**src/rtl/snake_seq_ctrl_if.sv**
```systemverilog
// ---------------------------------------------------------------------------
// snake_seq_ctrl_if
// Engine-side signal bundle between the game sequencer and the snake engine.
//   dead_flag, win_flag, score_flag : engine -> sequencer, 1-cycle pulses
//   step       : sequencer -> engine, 1-cycle advance enable
//   dir        : current heading (00 up, 01 right, 10 down, 11 left)
//   eng_clr    : 1-cycle engine clear pulse
//   game_state : 00 IDLE, 01 PLAY, 10 DEAD, 11 WIN
//   level      : speed level, saturating at 7
// Modports: master = sequencer, slave = engine.
// ---------------------------------------------------------------------------
interface snake_seq_ctrl_if;
    logic       dead_flag;
    logic       win_flag;
    logic       score_flag;
    logic       step;
    logic [1:0] dir;
    logic       eng_clr;
    logic [1:0] game_state;
    logic [2:0] level;

    modport master (
        input  dead_flag, win_flag, score_flag,
        output step, dir, eng_clr, game_state, level
    );

    modport slave (
        output dead_flag, win_flag, score_flag,
        input  step, dir, eng_clr, game_state, level
    );
endinterface

```
**src/rtl/snake_seq_ctrl.sv**
```systemverilog
// ---------------------------------------------------------------------------
// snake_seq_ctrl
// Game sequencer for the Snake engine: debounces the direction buttons,
// queues accepted turns in a 2-entry FIFO, produces the step enable from a
// score-accelerated period and runs the IDLE/PLAY/DEAD/WIN game FSM.
// Ports:
//   clk                    system clock
//   rst                    asynchronous reset, active low
//   up, right, left, down  raw buttons, active high, asynchronous
//   bus (master modport)   engine flags in; step/dir/eng_clr/game_state/level out
// Optional feature macro SNAKE_PAUSE_EN adds:
//   pause   raw pause button (same synchronize/debounce path)
//   paused  high while play is paused
//
//   state | meaning
//   IDLE  | after reset, waiting for a first press
//   PLAY  | engine running, steps issued, turns queued
//   DEAD  | engine reported death, steps held, queue frozen
//   WIN   | engine reported win, steps held, queue frozen
// ---------------------------------------------------------------------------
module snake_seq_ctrl #(
    parameter int DEBOUNCE_CYCLES = 250000,
    parameter int BASE_PERIOD     = 7500000,
    parameter int SPEEDUP_STEP    = 500000,
    parameter int MIN_PERIOD      = 2500000
) (
    input  logic clk,
    input  logic rst,
    input  logic up,
    input  logic right,
    input  logic left,
    input  logic down,
`ifdef SNAKE_PAUSE_EN
    input  logic pause,
    output logic paused,
`endif
    snake_seq_ctrl_if.master bus
);

`ifdef SNAKE_PAUSE_EN
    localparam int NB = 5;
`else
    localparam int NB = 4;
`endif
    localparam int DW = $clog2(DEBOUNCE_CYCLES + 1);
    localparam int PW = $clog2(BASE_PERIOD + 1);

    typedef enum logic [1:0] {
        ST_IDLE = 2'b00,
        ST_PLAY = 2'b01,
        ST_DEAD = 2'b10,
        ST_WIN  = 2'b11
    } state_t;

    // Bit index doubles as the direction code: 0 up, 1 right, 2 down, 3 left.
    logic [NB-1:0]         raw;
    logic [NB-1:0]         sync1_q, sync1_d, sync2_q, sync2_d, db_q, db_d, rise;
    logic [NB-1:0][DW-1:0] dcnt_q, dcnt_d;

    state_t          state_q, state_d;
    logic [1:0]      dir_q, dir_d, dir_o;
    logic [1:0][1:0] fifo_q, fifo_d, fifo_pop;
    logic [1:0]      fcnt_q, fcnt_d, fcnt_pop;
    logic [1:0]      ref_dir;
    logic [PW-1:0]   period_q, period_d, scnt_q, scnt_d;
    logic [2:0]      level_q, level_d;
    logic            step_o, clr_o, run_en;
    logic            evt_vld;
    logic [1:0]      evt_dir;

`ifdef SNAKE_PAUSE_EN
    logic paused_q, paused_d;
    assign raw    = {pause, left, down, right, up};
    assign run_en = ~paused_q;
    assign paused = paused_q;
`else
    assign raw    = {left, down, right, up};
    assign run_en = 1'b1;
`endif

    // Synchronizer and counter debouncer; rise marks a debounced 0->1 edge.
    always_comb begin
        sync1_d = raw;
        sync2_d = sync1_q;
        db_d    = db_q;
        rise    = '0;
        dcnt_d  = '0;
        for (int i = 0; i < NB; i++) begin
            if (sync2_q[i] != db_q[i]) begin
                if (dcnt_q[i] == DW'(DEBOUNCE_CYCLES - 1)) begin
                    db_d[i] = sync2_q[i];
                    rise[i] = sync2_q[i];
                end else begin
                    dcnt_d[i] = dcnt_q[i] + DW'(1);
                end
            end
        end
    end

    // One direction event per cycle, priority up > right > down > left.
    always_comb begin
        evt_vld = |rise[3:0];
        evt_dir = 2'b11;
        if (rise[2]) evt_dir = 2'b10;
        if (rise[1]) evt_dir = 2'b01;
        if (rise[0]) evt_dir = 2'b00;
    end

    always_comb begin
        state_d  = state_q;
        dir_o    = dir_q;
        period_d = period_q;
        level_d  = level_q;
        scnt_d   = scnt_q;
        fifo_pop = fifo_q;
        fcnt_pop = fcnt_q;
        ref_dir  = dir_q;
        step_o   = 1'b0;
        clr_o    = 1'b0;
`ifdef SNAKE_PAUSE_EN
        paused_d = paused_q;
`endif
        if (state_q == ST_PLAY) begin
            if (run_en) begin
                if (scnt_q == '0) begin
                    step_o = 1'b1;
                    scnt_d = period_q - PW'(1);
                end else begin
                    scnt_d = scnt_q - PW'(1);
                end
            end
            // Pop first so dir is already the new heading in the step cycle.
            if (step_o && fcnt_q != 2'd0) begin
                dir_o       = fifo_q[0];
                fifo_pop[0] = fifo_q[1];
                fcnt_pop    = fcnt_q - 2'd1;
            end
            // Turns are checked against the post-pop tail (or heading).
            ref_dir = (fcnt_pop == 2'd0) ? dir_o :
                      (fcnt_pop == 2'd1) ? fifo_pop[0] : fifo_pop[1];
            if (evt_vld && run_en && evt_dir != ref_dir &&
                evt_dir != (ref_dir ^ 2'b10) && fcnt_pop != 2'd2) begin
                fifo_pop[fcnt_pop[0]] = evt_dir;
                fcnt_pop              = fcnt_pop + 2'd1;
            end
            if (bus.score_flag) begin
                if (period_q < PW'(MIN_PERIOD + SPEEDUP_STEP))
                    period_d = PW'(MIN_PERIOD);
                else
                    period_d = period_q - PW'(SPEEDUP_STEP);
                if (level_q != 3'd7)
                    level_d = level_q + 3'd1;
            end
            if (bus.win_flag)
                state_d = ST_WIN;
            else if (bus.dead_flag)
                state_d = ST_DEAD;
`ifdef SNAKE_PAUSE_EN
            if (rise[4])
                paused_d = ~paused_q;
            if (state_d != ST_PLAY)
                paused_d = 1'b0;
`endif
        end
        dir_d  = dir_o;
        fifo_d = fifo_pop;
        fcnt_d = fcnt_pop;
        // Restart from IDLE/DEAD/WIN; the triggering press is consumed here.
        if (state_q != ST_PLAY && evt_vld) begin
            clr_o    = 1'b1;
            state_d  = ST_PLAY;
            dir_d    = 2'b01;
            period_d = PW'(BASE_PERIOD);
            level_d  = 3'd0;
            fcnt_d   = 2'd0;
            scnt_d   = PW'(BASE_PERIOD - 1);
        end
    end

    always_ff @(posedge clk or negedge rst) begin
        if (!rst) begin
            sync1_q  <= '0;
            sync2_q  <= '0;
            db_q     <= '0;
            dcnt_q   <= '0;
            state_q  <= ST_IDLE;
            dir_q    <= 2'b01;
            fifo_q   <= '0;
            fcnt_q   <= 2'd0;
            period_q <= PW'(BASE_PERIOD);
            scnt_q   <= '0;
            level_q  <= 3'd0;
`ifdef SNAKE_PAUSE_EN
            paused_q <= 1'b0;
`endif
        end else begin
            sync1_q  <= sync1_d;
            sync2_q  <= sync2_d;
            db_q     <= db_d;
            dcnt_q   <= dcnt_d;
            state_q  <= state_d;
            dir_q    <= dir_d;
            fifo_q   <= fifo_d;
            fcnt_q   <= fcnt_d;
            period_q <= period_d;
            scnt_q   <= scnt_d;
            level_q  <= level_d;
`ifdef SNAKE_PAUSE_EN
            paused_q <= paused_d;
`endif
        end
    end

    assign bus.step       = step_o;
    assign bus.dir        = dir_o;
    assign bus.eng_clr    = clr_o;
    assign bus.game_state = state_q;
    assign bus.level      = level_q;

endmodule

```
**src/flat_wrapper.sv**
```systemverilog
// flat-port wrapper written by rule: the top's interface ports become plain ports
module snake_seq_ctrl_flat 
#(
    parameter int DEBOUNCE_CYCLES = 250000,
    parameter int BASE_PERIOD     = 7500000,
    parameter int SPEEDUP_STEP    = 500000,
    parameter int MIN_PERIOD      = 2500000
)
  (clk, rst, up, right, left, down, bus_dead_flag, bus_win_flag, bus_score_flag, bus_step, bus_dir, bus_eng_clr, bus_game_state, bus_level);
  snake_seq_ctrl_if bus_i ();
  input  logic clk;
  input  logic rst;
  input  logic up;
  input  logic right;
  input  logic left;
  input  logic down;
  input wire logic [$bits(bus_i.dead_flag)-1:0] bus_dead_flag;
  input wire logic [$bits(bus_i.win_flag)-1:0] bus_win_flag;
  input wire logic [$bits(bus_i.score_flag)-1:0] bus_score_flag;
  output wire logic [$bits(bus_i.step)-1:0] bus_step;
  output wire logic [$bits(bus_i.dir)-1:0] bus_dir;
  output wire logic [$bits(bus_i.eng_clr)-1:0] bus_eng_clr;
  output wire logic [$bits(bus_i.game_state)-1:0] bus_game_state;
  output wire logic [$bits(bus_i.level)-1:0] bus_level;
  assign bus_i.dead_flag = bus_dead_flag;
  assign bus_i.win_flag = bus_win_flag;
  assign bus_i.score_flag = bus_score_flag;
  assign bus_step = bus_i.step;
  assign bus_dir = bus_i.dir;
  assign bus_eng_clr = bus_i.eng_clr;
  assign bus_game_state = bus_i.game_state;
  assign bus_level = bus_i.level;
  snake_seq_ctrl #(.DEBOUNCE_CYCLES(DEBOUNCE_CYCLES), .BASE_PERIOD(BASE_PERIOD), .SPEEDUP_STEP(SPEEDUP_STEP), .MIN_PERIOD(MIN_PERIOD)) u_core (.clk(clk), .rst(rst), .up(up), .right(right), .left(left), .down(down), .bus(bus_i));
endmodule
```
**config.mk**
```make
export PLATFORM = sky130hd
export DESIGN_NAME = snake_seq_ctrl_flat
export DESIGN_NICKNAME = d
export VERILOG_FILES = /design/src/rtl/snake_seq_ctrl_if.sv /design/src/rtl/snake_seq_ctrl.sv /design/src/flat_wrapper.sv
export SDC_FILE = /design/constraint.sdc
export NUM_CORES = 1
export LEC_CHECK = 0
export BUFFER_PORTS_ARGS = -buffer_cell sky130_fd_sc_hd__buf_2
export CAP_MARGIN = 20
export CORE_AREA = 5 5 117 130
export DETAILED_ROUTE_END_ITERATION = 16
export DIE_AREA = 0 0 122 135
export PLACE_DENSITY = 0.81
export RECOVER_POWER = 100
export SYNTH_ARGS = -nofsm -noshare
export SYNTH_HDL_FRONTEND = slang
export SYNTH_SLANG_ARGS = --single-unit
export TNS_END_PERCENT = 50
```
**constraint.sdc**
```tcl
create_clock -name clk -period 4.1 [get_ports clk]
set_input_delay 0.41 -clock clk [delete_from_list [all_inputs] [get_ports clk]]
set_output_delay 0.41 -clock clk [all_outputs]
set_load 0.005 [all_outputs]
```
# After elaboration in Yosys (flattened, before gate mapping)
# Index checks and enable logic that the tools add are counted.
# totals
output_inout_bits	9
word_cells	124
reg_bits	143
# op_classes
addsub	10
n_bitwise	1
muxes	55
n_lt_le_gt_ge	3
eq_ne	15
n_reduce_logical	22
# op_table
cell	count
$mux W23	7
$mux W18	8
$add A18 B1 Y18 const B	4
$eq A18 B18 Y1 const B	4
$sub A23 B1 Y23 const B	2
$mux W2	21
$logic_not A23 Y1	1
$lt A23 B22 Y1 const B	1
$sub A23 B19 Y23 const B	1
$reduce_and A2 Y1	7
$mux W1	13
$mux W3	4
$reduce_bool A2 Y1	4
$logic_and A1 B1 Y1	6
$bwmux W4	1
$eq A2 B1 Y1 const B	2
$ne A1 B1 Y1	4
$ne A2 B2 Y1	2
$reduce_or A4 Y1	1
$add A3 B1 Y3 const B	1
$ne A3 B3 Y1 const B	1
$reduce_and A3 Y1	1
$reduce_bool A3 Y1	1
$add A2 B1 Y2 const B	1
other kinds (8)	8

# Logic depth before layout (Yosys ltp)
# depth
word_depth	16
ltp_mapped	14
ltp_nobuf	14

# Worst setup path before layout
# No wires, ideal clock.
# synth_timing
path_kind	flip-flop to flip-flop
startpoint	register u_core.scnt_q[13]
endpoint	register u_core.fcnt_q[0]
setup_ns	0.120
arrival_time_ns	3.523
required_ns	3.980
setup_slack_ns	0.458
path_stages_with_launch	15
n_path_buf	0
cell_sequence	dfrtp_1 or4_4 nor4_4 nand4b_4 xnor2_1 inv_1 ha_1 mux2i_1 nor2_1 a21oi_1 mux2i_1 xnor2_1 a21oi_1 o211a_1 a31o_1
# synth_between
elab_chain_len	16
# synth_lines
element	line_no	source
start, declared	snake_seq_ctrl.sv:65	logic [PW-1:0] period_q, period_d, scnt_q, scnt_d;
start signal, assigned	snake_seq_ctrl.sv:206	scnt_q <= scnt_d;
$logic_not A23 Y1 (*)	snake_seq_ctrl.sv:125	if (scnt_q == '0) begin
$mux W1 (*)	snake_seq_ctrl.sv:125	
$mux W1 (*)	snake_seq_ctrl.sv:123	if (state_q == ST_PLAY) begin
$logic_and A1 B1 Y1 (*)	snake_seq_ctrl.sv:133	if (step_o && fcnt_q != 2'd0) begin
$mux W2	snake_seq_ctrl.sv:133	
$mux W2	snake_seq_ctrl.sv:123	
$eq A2 B1 Y1	snake_seq_ctrl.sv:140	(fcnt_pop == 2'd1) ? fifo_pop[0] : fifo_pop[1];
$mux W2	snake_seq_ctrl.sv:140	
$mux W2	snake_seq_ctrl.sv:139	ref_dir = (fcnt_pop == 2'd0) ? dir_o :
$ne A2 B2 Y1 / $not A1 Y1 (equally long branches)	n/a	
$logic_and A1 B1 Y1 / $ne A2 B2 Y1 (equally long branches)	snake_seq_ctrl.sv:141, snake_seq_ctrl.sv:142	
$logic_and A1 B1 Y1	snake_seq_ctrl.sv:141	if (evt_vld && run_en && evt_dir != ref_dir &&
$logic_and A1 B1 Y1	snake_seq_ctrl.sv:142	evt_dir != (ref_dir ^ 2'b10) && fcnt_pop != 2'd2) begin
$mux W2 (*)	snake_seq_ctrl.sv:141	
$mux W2 (*)	snake_seq_ctrl.sv:123	
$mux W2 (*)	snake_seq_ctrl.sv:169	if (state_q != ST_PLAY && evt_vld) begin
end signal, assigned	snake_seq_ctrl.sv:204	fcnt_q <= fcnt_d;
end, declared	snake_seq_ctrl.sv:63	logic [1:0] fcnt_q, fcnt_d, fcnt_pop;
# Every way passes the cells marked *; elsewhere a longest branch is shown, timed or not. The select of a mux whose other input is x is not followed.
# A chain may end at the register's enable or synchronous reset.

# Worst setup path in the final report
# layout_timing
startpoint	register u_core.scnt_q[0]
endpoint	register u_core.fcnt_q[0]
# Same word-level chain as after synthesis.

==> flow_summary.toml <==
[worst_setup_path]
r2r-end = "u_core.fcnt_q[0]$_DFFE_PN0P_"
startpoint_type = "register"
worstReg2RegStart = "u_core.scnt_q[0]$_DFFE_PN0P_"
slowest_stage = "or4_4"
reg2reg_setup_slack_ns = 0.25
worstPathRequired_ns = 4.41
cp_max_fo = 10
worst_path_largest_cell_delay_ns = 0.54
worstRegToRegCells = 14
critPathKind = "reg -> reg"
crit_arrival_ns = 4.17
crit_path_cell_trace = "or4_4, nor3_1, nand4b_4, xnor2_2, inv_1, ha_1, mux2i_1, nor2_1, a21oi_1, mux2i_1, xnor2_2, a21oi_1, o211a_1, a31o_1"
crit_path_end_kind = "register"

[finish]
mostFrequentLayoutCells = "dfrtp_1, nor2_1, nand2_1"
ff_latch_area_mm2 = 0.00347
num-fill-cells = 1148
drive_gt1_share_pct = 10.3
multi_input_comb_area_mm2 = 0.00368
finalNonFillerCells = 1016
antenna_cells = 0
final_nets = 836
final_common_cell = "dfrtp_1"
syn_to_final_growth_pct = 12.5

[synth]
ys_seq_area_share_pct = 47.1
ys_warn_count = 0
synth_edf_count = 0
synth.net_count = 819
synth_area_leaders = "dfrtp_1, nor2_1, dfstp_2"
yosysTopAreaCellShare_pct = 43.2
avgSynthCellArea_um2 = 9.21
ys_ff_latch = 138
yosys_most_used_dff = "dfrtp_1"
async_flop_share_pct = 100
synth_top_area_cell = "dfrtp_1"
syn_area_mm2 = 0.00735
synthCells = 798
yosysUniqueCellTypes = 70

[global_routing]
overflow = 0
grt_max_degree = 115
grt_pass1_vias = 5778
grt_pass1_wl_mm = 26.8
grtUsageTotal_pct = 19.9
antenna_found_initial = 0

[route]
drc = 0
vias_per_cell = 5.80
drt_iter0_markers = 483
final_antenna_net_count = 0
routed_wl_mm = 15.6
wl_per_cell_um = 15.3
firstDrtPassIters = 5
vias = 5892

[run_status]
status = "finished, violations left"
violations = "capacitance limit, slew limit"

[floorplan]
core_mm2 = 0.0137
chipHeight_um = 135
num_rows = 45
die-width_um = 122
start_util_pct = 53.7
die-area_mm2 = 0.0165
ios = 18

[sta]
final-setup-viol-count = 0
max_freq_ghz = 0.259
worst_pin_slew_ns = 3.13
final-hold-violation-count = 0
setup_slack_ns = 0.246
max-slew-margin-rel_pct = -108
tns_ns = 0
rsz0062_at_grt = "no"
skew_ns = 0.0122
period_needed_ns = 3.85
fin_crit_sh_pct = 94.0
drv_slew = 56

[clocking]
clk_latency_ns = 0.42
path_clk_slew_ns = 0.06
cts_setup_buffers = 0
cts_tree = "done"
cts.sinks = 138
h-tree-depth = 4
clockBufferDepth = 2
root_buffer = "clkbuf_16"
cts-buffers-inserted = 17

[worst_hold_path]
hold_depth = 1
hp-class = "in -> reg"
worstHoldStart = "up"
hold_end = "u_core.sync1_q[0]$_DFF_PN0_"

[placed_design]
io_buffers = 17
gp_congestion = 0.871
hpwl_mm = 10.1
dpl.cell_count = 982
pre_cts_ws_ns = 0.129

[pwr]
switching_share_pct = 21.4
clkPwrFrac_pct = 53.2
ir_drop_mv = 0.244
switchingPower_uw = 665
power_frac_comb_pct = 2.1
p_int_uw = 2430
p_per_area_mw_per_mm2 = 375
p_seq_share_pct = 44.7
p_leak_uw = 0.00364

[job]
cap_violations = 1
layer usage:
metal,routed length (um),share of wire (%),up-vias,GRT usage [%]
li1,-,-,2881,-
met2,7440,48,141,32.4
met5,0,0,-,0
met3,619,4.0,21,4.69
met1,7180,46,2849,26.0
met4,308,2.0,0,7.53
metrics by stage:
step	total power, uW	cell area, um2	utilization [%]	hold WS (ns)
2_1_floorplan	1430	7350	-	0.114
3_3_place_gp	1470	7630	55.8	0.335
3_5_place_dp	1480	7630	55.8	0.343
4_1_cts	3130	8260	60.4	0.0748
5_1_grt	3210	8270	60.5	0.0826
6_report	3100	8270	60.5	0.0936
power groups by stage:
stage	Sequential, uW	Combinational (uW)	Clock [uW]
after CTS	1380	66.8	1680
after global routing	1390	78.2	1740
after floorplan	1410	26.1	0
after global placement	1410	65.7	0
final	1380	65.6	1650
after detailed placement	1410	66.6	0
cells in the mapped netlist (all sizes together) (4+ instances only):
master,count
dfrtp,127
nor2,123
nand2,52
nand3,47
o21ai,47
a21oi,45
xnor2,33
xor2,32
and3,29
nor3,26
clkbuf,24
inv,23
ha,12
or3,12
dfstp,11
nand4,11
a31oi,10
and2,9
nor4,9
mux2i,8
mux2,7
nor2b,7
a211oi,6
buf,6
nand2b,6
or2,6
o22ai,5
o31ai,5
o32a,5
a2111oi,4
nor4b,4
or4,4
registers in the layout, indices dropped and copies added (netlist names):
name	flops
u_core.dir_q	2
u_core.bus.game_state	2
u_core.fifo_q	4
u_core.scnt_q	23
u_core.sync1_q	4
u_core.sync2_q	4
u_core.period_q	18
u_core.dcnt_q	72
u_core.db_q	4
u_core.fcnt_q	2
u_core.bus.level	3
worst max path at each step:
| stage | startpoint | to | slack, ns | depth (start not counted) |
|---|---|---|---|---|
| floorplan | u_core.scnt_q[13]$_DFFE_PN0P_ | u_core.fcnt_q[0]$_DFFE_PN0P_ | 0.46 | 14 |
| global placement | u_core.scnt_q[1]$_DFFE_PN0P_ | u_core.fcnt_q[0]$_DFFE_PN0P_ | 0.25 | 14 |
| detailed placement | u_core.scnt_q[1]$_DFFE_PN0P_ | u_core.fcnt_q[0]$_DFFE_PN0P_ | 0.13 | 14 |
| CTS | u_core.scnt_q[1]$_DFFE_PN0P_ | u_core.fcnt_q[0]$_DFFE_PN0P_ | 0.05 | 14 |
| global route | u_core.scnt_q[0]$_DFFE_PN0P_ | u_core.fcnt_q[0]$_DFFE_PN0P_ | 0.03 | 13 |
| finish | u_core.scnt_q[0]$_DFFE_PN0P_ | u_core.fcnt_q[0]$_DFFE_PN0P_ | 0.25 | 14 |
cell families after synthesis:
kind of cell | after synthesis | synth area share (%)
multiplexers | 15 | 2.16
flip-flops | 138 | 47.1
AO/OA/AOI/OAI | 157 | 13.5
buffers and inverters | 53 | 2.82
adder cells (fa/ha/maj) | 12 | 2.04
AND/OR/NAND/NOR | 358 | 24.6
XOR/XNOR | 65 | 7.74
cell type report:
cell class              instances  area share (%)
multi-input cells             607            44.5
flip-flops and latches        138            41.9
clock buffers                  19            5.35
well taps                     188            2.84
clock inverters                13            2.31
repair buffers                 28            2.03
inverters                      23            1.04
worst max-delay path, delay by kind of cell (launching register included):
family                   cells  cell delay [ns]
AND/OR/NAND/NOR              4             1.29
buffers and inverters        1             0.11
AO/OA/AOI/OAI                4             0.74
flip-flops                   1             0.41
adder cells (fa/ha/maj)      1             0.23
multiplexers                 2             0.32
XOR/XNOR                     2             0.64
repair_timing:
| item | in CTS | in global routing |
|---|---|---|
| resized for setup | 0 | 2 |
| hold endpoints to repair | 0 | 18 |
| endpoints found under the setup margin | 0 | 6 |
| hold buffers | 0 | 1 |
Power figures use the tool's default switching activity.
